### config.mk
export PLATFORM = sky130hd
export DESIGN_NAME = ahb_lite_arb2m
export DESIGN_NICKNAME = d
export VERILOG_FILES = /design/src/rtl/ahb_lite_arb2m_pkg.sv /design/src/rtl/ahb_lite_arb2m_req_hold.sv /design/src/rtl/ahb_lite_arb2m.sv
export SDC_FILE = /design/constraint.sdc
export NUM_CORES = 1
export LEC_CHECK = 0
export ABC_AREA = 1
export BUFFER_PORTS_ARGS = -buffer_cell sky130_fd_sc_hd__buf_2
export CORE_AREA = 3 3 197 199
export CTS_CLUSTER_DIAMETER = 200
export CTS_CLUSTER_SIZE = 20
export DETAILED_ROUTE_END_ITERATION = 8
export DIE_AREA = 0 0 200 202
export PLACE_DENSITY = 0.45
export SYNTH_ARGS = -nofsm -noshare
export SYNTH_HDL_FRONTEND = slang
export SYNTH_SLANG_ARGS = --single-unit
### constraint.sdc
create_clock -name HCLK -period 12.1 [get_ports HCLK]
set_input_delay 2.42 -clock HCLK [delete_from_list [all_inputs] [get_ports HCLK]]
set_output_delay 2.42 -clock HCLK [all_outputs]
set_load 0.05 [all_outputs]
### src/rtl/ahb_lite_arb2m_pkg.sv
// Shared AHB-Lite encodings and request record for the two-master arbiter.
package ahb_pkg;

    // Width of the captured address field; the arbiter casts to/from its AW.
    localparam int AHB_AW = 32;

    localparam logic [1:0] HTRANS_IDLE   = 2'b00;
    localparam logic [1:0] HTRANS_BUSY   = 2'b01;
    localparam logic [1:0] HTRANS_NONSEQ = 2'b10;
    localparam logic [1:0] HTRANS_SEQ    = 2'b11;

    typedef enum logic [1:0] {
        OWN_NONE = 2'd0,
        OWN_M1   = 2'd1,
        OWN_M2   = 2'd2
    } owner_t;

    typedef struct packed {
        logic [AHB_AW-1:0] addr;
        logic              write;
        logic [2:0]        size;
    } ahb_req_t;

    // NONSEQ and SEQ both carry a real transfer; IDLE and BUSY do not.
    function automatic logic trans_active(input logic [1:0] htrans);
        return (htrans == HTRANS_NONSEQ) || (htrans == HTRANS_SEQ);
    endfunction

endpackage

### src/rtl/ahb_lite_arb2m_req_hold.sv
// Per-master request holding register: captures one address phase, flags it
// pending until the arbiter grants it, and generates the master's HREADY.
module ahb_req_hold
    import ahb_pkg::*;
#(
    parameter int AW = 32
) (
    input  logic          clk,
    input  logic          rst,
    input  logic [AW-1:0] haddr_i,
    input  logic [1:0]    htrans_i,
    input  logic          hwrite_i,
    input  logic [2:0]    hsize_i,
    input  logic          own_addr_i,
    input  logic          own_data_i,
    input  logic          hready_i,
    input  logic          grant_i,
    output logic          pend_o,
    output ahb_req_t      req_o,
    output logic          hready_o
);

    logic     pend_q, pend_d;
    ahb_req_t req_q, req_d;
    logic     capture;

    // Stall the master while its request waits or sits in the bus address phase.
    always_comb begin
        hready_o = 1'b1;
        if (pend_q || own_addr_i) begin
            hready_o = 1'b0;
        end else if (own_data_i) begin
            hready_o = hready_i;
        end
    end

    // Latch a new address phase whenever the master sees ready; grant clears it.
    always_comb begin
        capture = hready_o && trans_active(htrans_i);
        pend_d  = pend_q;
        req_d   = req_q;
        if (grant_i) begin
            pend_d = 1'b0;
        end
        if (capture) begin
            pend_d      = 1'b1;
            req_d.addr  = AHB_AW'(haddr_i);
            req_d.write = hwrite_i;
            req_d.size  = hsize_i;
        end
    end

    // Request register; reset drops anything captured.
    always_ff @(posedge clk or posedge rst) begin
        if (rst) begin
            pend_q <= 1'b0;
            req_q  <= '0;
        end else begin
            pend_q <= pend_d;
            req_q  <= req_d;
        end
    end

    assign pend_o = pend_q;
    assign req_o  = req_q;

endmodule

### src/rtl/ahb_lite_arb2m.sv
// Registered two-master AHB-Lite arbiter (IFU = M1, LSU = M2) onto one slave.
module ahb_lite_arb2m
    import ahb_pkg::*;
#(
    parameter int DW         = 64,
    parameter int AW         = 32,
    parameter int FIXED_PRIO = 0
) (
    input  logic          HCLK,
    input  logic          HRESET,
    input  logic [AW-1:0] HADDR_M1,
    input  logic [1:0]    HTRANS_M1,
    input  logic          HWRITE_M1,
    input  logic [2:0]    HSIZE_M1,
    input  logic [DW-1:0] HWDATA_M1,
    output logic          HREADY_M1,
    output logic [DW-1:0] HRDATA_M1,
    output logic          HRESP_M1,
    input  logic [AW-1:0] HADDR_M2,
    input  logic [1:0]    HTRANS_M2,
    input  logic          HWRITE_M2,
    input  logic [2:0]    HSIZE_M2,
    input  logic [DW-1:0] HWDATA_M2,
    output logic          HREADY_M2,
    output logic [DW-1:0] HRDATA_M2,
    output logic          HRESP_M2,
    output logic [AW-1:0] HADDR,
    output logic [1:0]    HTRANS,
    output logic          HWRITE,
    output logic [2:0]    HSIZE,
    output logic [DW-1:0] HWDATA,
    input  logic          HREADY,
    input  logic [DW-1:0] HRDATA,
    input  logic          HRESP,
    output logic [1:0]    HMASTER
);

    owner_t        aowner_q, aowner_d;
    owner_t        downer_q, downer_d;
    owner_t        last_q, last_d;
    logic [AW-1:0] haddr_q, haddr_d;
    logic [1:0]    htrans_q, htrans_d;
    logic          hwrite_q, hwrite_d;
    logic [2:0]    hsize_q, hsize_d;
    logic          pend1, pend2, grant1, grant2;
    ahb_req_t      req1, req2;

    ahb_req_hold #(.AW(AW)) u_hold_m1 (
        .clk        (HCLK),
        .rst        (HRESET),
        .haddr_i    (HADDR_M1),
        .htrans_i   (HTRANS_M1),
        .hwrite_i   (HWRITE_M1),
        .hsize_i    (HSIZE_M1),
        .own_addr_i (aowner_q == OWN_M1),
        .own_data_i (downer_q == OWN_M1),
        .hready_i   (HREADY),
        .grant_i    (grant1),
        .pend_o     (pend1),
        .req_o      (req1),
        .hready_o   (HREADY_M1)
    );

    ahb_req_hold #(.AW(AW)) u_hold_m2 (
        .clk        (HCLK),
        .rst        (HRESET),
        .haddr_i    (HADDR_M2),
        .htrans_i   (HTRANS_M2),
        .hwrite_i   (HWRITE_M2),
        .hsize_i    (HSIZE_M2),
        .own_addr_i (aowner_q == OWN_M2),
        .own_data_i (downer_q == OWN_M2),
        .hready_i   (HREADY),
        .grant_i    (grant2),
        .pend_o     (pend2),
        .req_o      (req2),
        .hready_o   (HREADY_M2)
    );

    // Advance the pipeline on slave ready: pick a winner and load the address phase.
    always_comb begin
        aowner_d = aowner_q;
        downer_d = downer_q;
        last_d   = last_q;
        haddr_d  = haddr_q;
        htrans_d = htrans_q;
        hwrite_d = hwrite_q;
        hsize_d  = hsize_q;
        grant1   = 1'b0;
        grant2   = 1'b0;
        if (HREADY) begin
            downer_d = aowner_q;
            // M1 wins when alone, under fixed priority, or when M2 won last time.
            if (pend1 && (!pend2 || (FIXED_PRIO != 0) || (last_q == OWN_M2))) begin
                grant1 = 1'b1;
            end else if (pend2) begin
                grant2 = 1'b1;
            end
            if (grant1) begin
                haddr_d  = AW'(req1.addr);
                hwrite_d = req1.write;
                hsize_d  = req1.size;
                htrans_d = HTRANS_NONSEQ;
                aowner_d = OWN_M1;
                last_d   = OWN_M1;
            end else if (grant2) begin
                haddr_d  = AW'(req2.addr);
                hwrite_d = req2.write;
                hsize_d  = req2.size;
                htrans_d = HTRANS_NONSEQ;
                aowner_d = OWN_M2;
                last_d   = OWN_M2;
            end else begin
                htrans_d = HTRANS_IDLE;
                aowner_d = OWN_NONE;
            end
        end
    end

    // Owner and slave-side address-phase registers; last starts at M2 so M1 wins the first tie.
    always_ff @(posedge HCLK or posedge HRESET) begin
        if (HRESET) begin
            aowner_q <= OWN_NONE;
            downer_q <= OWN_NONE;
            last_q   <= OWN_M2;
            haddr_q  <= '0;
            htrans_q <= HTRANS_IDLE;
            hwrite_q <= 1'b0;
            hsize_q  <= '0;
        end else begin
            aowner_q <= aowner_d;
            downer_q <= downer_d;
            last_q   <= last_d;
            haddr_q  <= haddr_d;
            htrans_q <= htrans_d;
            hwrite_q <= hwrite_d;
            hsize_q  <= hsize_d;
        end
    end

    // Write data follows the data-phase owner; zero when nobody owns it.
    always_comb begin
        HWDATA = '0;
        if (downer_q == OWN_M1) begin
            HWDATA = HWDATA_M1;
        end else if (downer_q == OWN_M2) begin
            HWDATA = HWDATA_M2;
        end
    end

    assign HADDR     = haddr_q;
    assign HTRANS    = htrans_q;
    assign HWRITE    = hwrite_q;
    assign HSIZE     = hsize_q;
    assign HMASTER   = downer_q;
    assign HRDATA_M1 = HRDATA;
    assign HRDATA_M2 = HRDATA;
    assign HRESP_M1  = (downer_q == OWN_M1) ? HRESP : 1'b0;
    assign HRESP_M2  = (downer_q == OWN_M2) ? HRESP : 1'b0;

endmodule

==> qor.txt <==
initial DRC count: 385
Synth Cell Area: 0.00725 mm^2
Worst setup EP type: output pin
DIE AREA: 0.0404 mm^2
CTS Hold Bufs: 0
GPL Wtd Cong: 0.803
Area growth syn-to-layout: 19.3%
largest net degree at the start of global routing: 71
I/O pin count: 508
core area: 0.0374 mm^2
Clock Latency Late Sink: 0.41 ns
layout cells sized above 1: 34.5%
first-pass GRT wire length: 44,900 um
CTS tree: built
Pwr Density: 306 mW/mm^2
Yosys cell types: 23
global route overflow: 0
Post-Syn Nets: 1,200
Comb power frac: 54.9%
overall global routing resource usage: 15.0%
worst vdd ir: 0.000157 V
# Max-Cap Violations: 0
mean routed wirelength per cell: 19.8 um
cells resized by post-CTS repair: 0
CTS sink cnt: 117
Worst EP required: 9.68 ns
# fillers: 4,238
Final Power: 0.00265 W
Relative slew margins: 21.5%
initial core utilization: 19.4%
deepest clock path buffer count: 2
Leak Pwr: 4.71 nW
register bit total from synthesis: 117
overall die width: 200 um
Min-Delay Path Class: register to register
Post-Layout Inst Area: 0.00865 mm^2
Via density: 4.36
multi-input logic area: 0.00277 mm^2
Die Y: 202 um
fin crit period: 6.10 ns
Detail Placement HPWL: 23,200 um
final WL: 31,400 um
sequential cell area fraction in the yosys report: 40.4%
P_sw: 0.00142 W
DR pass1 iterations: 7
crit-path max FO: 38
placed cell area: 0.00806 mm^2
Final ANT Viol Nets: 0
critical path class: input port to output pin
vias in the first global route: 6,741
Net Sw Frac: 53.6%
register area: 0.00293 mm^2
RSZ-0062 raised after global routing: no
P_int: 0.00123 W
Syn Area/Cell: 7.82 um^2
clk slew on worst S/H paths: 0.05 ns
Port Buffers: 312
antenna violations before repair: 10
Syn Inst Count: 928
Syn. warnings: 0
maximum operating frequency: 0.164 GHz
row cnt: 71
fin. max-slew vios: 0
sequential power share: 25.7%
Root Driver: clkbuf_16
startpoint types: input port
final cycle utilization of the critical path: 50.4%
DR vias: 6,930
Setup Buffers After CTS: 0
Final Hold Viols: 0
# setup viols final: 0
CP arrival: 3.68 ns
Clk network pwr share: 19.4%
residual DRC count: 0
slew at the pin closest to its max-slew limit: 1.18 ns
Num CTS Buffers: 17
Fin Clk Skew: 0.0107 ns
H-tree depth: 4
status: finished, final reports clean
nets: 1,336
setup_tns: 0 ns
cells in the final DEF (no fill, tap or decap), types with 2 or more instances in the layout:
cell type	count
buf_2	312
nand2_1	265
nand3_1	233
dfrtp_1	114
nand4_1	72
clkbuf_16	17
buf_4	12
inv_1	8
clkinv_2	7
inv_2	6
o21ai_0	4
bufinv_16	4
diode_2	3
dfrtp_2	2
a21oi_4	2
nand3_2	2
nand3_4	2
and2_1	2
nor3_1	2
critical path, stage by stage:
cell and delay (ns):
buf_2 0.19, inv_2 0.08, nand3_2 0.07, buf_4 0.42, and2_1 0.19, buf_2 0.26
logic make-up (layout without fill, tap and decap cells):
family	after synthesis	in the layout	share of synthesized area (%)
other	1	4	0.0517
AO/OA/AOI/OAI	8	8	0.914
AND/OR/NAND/NOR	579	579	37.2
buffers and inverters	223	369	21.5
flip-flops	117	117	40.4
cell type report:
class | instances | area share [%]
clock buffer | 17 | 4.92
sequential | 117 | 33.9
tap | 511 | 7.39
multi-input combinational | 588 | 32.0
inverter | 16 | 0.723
antenna | 3 | 0.0867
clock inverter | 12 | 1.89
timing repair buffer | 324 | 19.1
Yosys cell counts:
library cell / n / share of area [%]
o21ai_2: 1 / 0.12
conb_1: 1 / 0.052
clkbuf_1: 9 / 0.47
nand3_2: 2 / 0.28
buf_6: 22 / 3.4
inv_1: 9 / 0.47
dfstp_2: 1 / 0.36
buf_4: 136 / 14
and2_1: 2 / 0.17
dfrtp_1: 116 / 40
nand2_1: 265 / 14
buf_1: 2 / 0.10
nand2_2: 1 / 0.086
inv_2: 6 / 0.31
o21ai_0: 4 / 0.28
buf_2: 38 / 2.6
nand3_4: 2 / 0.48
a21oi_4: 2 / 0.45
o21ai_1: 1 / 0.069
clkinv_1: 1 / 0.052
nor3_1: 2 / 0.14
nand3_1: 233 / 16
nand4_1: 72 / 6.2
sequential cells by signal, indices dropped and copies added, names as in the netlist, 2 cells and up:
name and count:
HSIZE 3, HADDR 32, u_hold_m1.req_o 36, last_q 2, aowner_q 2, HMASTER 2, u_hold_m2.req_o 36
path summary, 6_finish.rpt:
check / start / to / slack (ns) / cells past startpoint
min in group asynchronous: HRESET / HTRANS[1] / 2.10 / 2
min reg2reg: u_hold_m2.req_o[10] / u_hold_m2.req_o[10] / 0.47 / 2
min: u_hold_m2.req_o[10] / u_hold_m2.req_o[10] / 0.47 / 2
max: HREADY / HREADY_M1 / 6.00 / 6
max in group asynchronous: HRESET / u_hold_m2.req_o[18] / 8.61 / 3
max reg2reg: HMASTER[0] / u_hold_m2.req_o[17] / 9.17 / 7
routing by layer:
metal	track usage [%]	routed length, um	vias up	part of all wire [%]
li1	-	-	3253	-
met1	17.8	11900	3273	38
met2	24.5	15200	313	48
met3	6.82	3500	81	11
met4	4.19	751	10	2.4
met5	0	75	-	0.24
metrics by stage:
stage	utilization [%]	cells	hold slack (ns)	setup WS (ns)
2_1_floorplan	-	928	0.442	6.18
3_3_place_gp	21.5	1556	0.458	5.99
3_5_place_dp	21.5	1556	0.459	6.00
4_1_cts	23.1	1585	0.472	5.99
5_1_grt	23.1	1586	0.480	5.94
6_report	23.1	1588	0.467	6.00
power by group through the flow:
stage          registers, W  clock network (W)  logic, W
6_report           0.000681           0.000514   0.00145
2_1_floorplan      0.000858                  0   0.00104
5_1_grt            0.000706           0.000546   0.00158
3_3_place_gp       0.000684                  0   0.00148
3_5_place_dp       0.000687                  0   0.00149
4_1_cts            0.000683           0.000530   0.00149
Power figures use the tool's default switching activity.
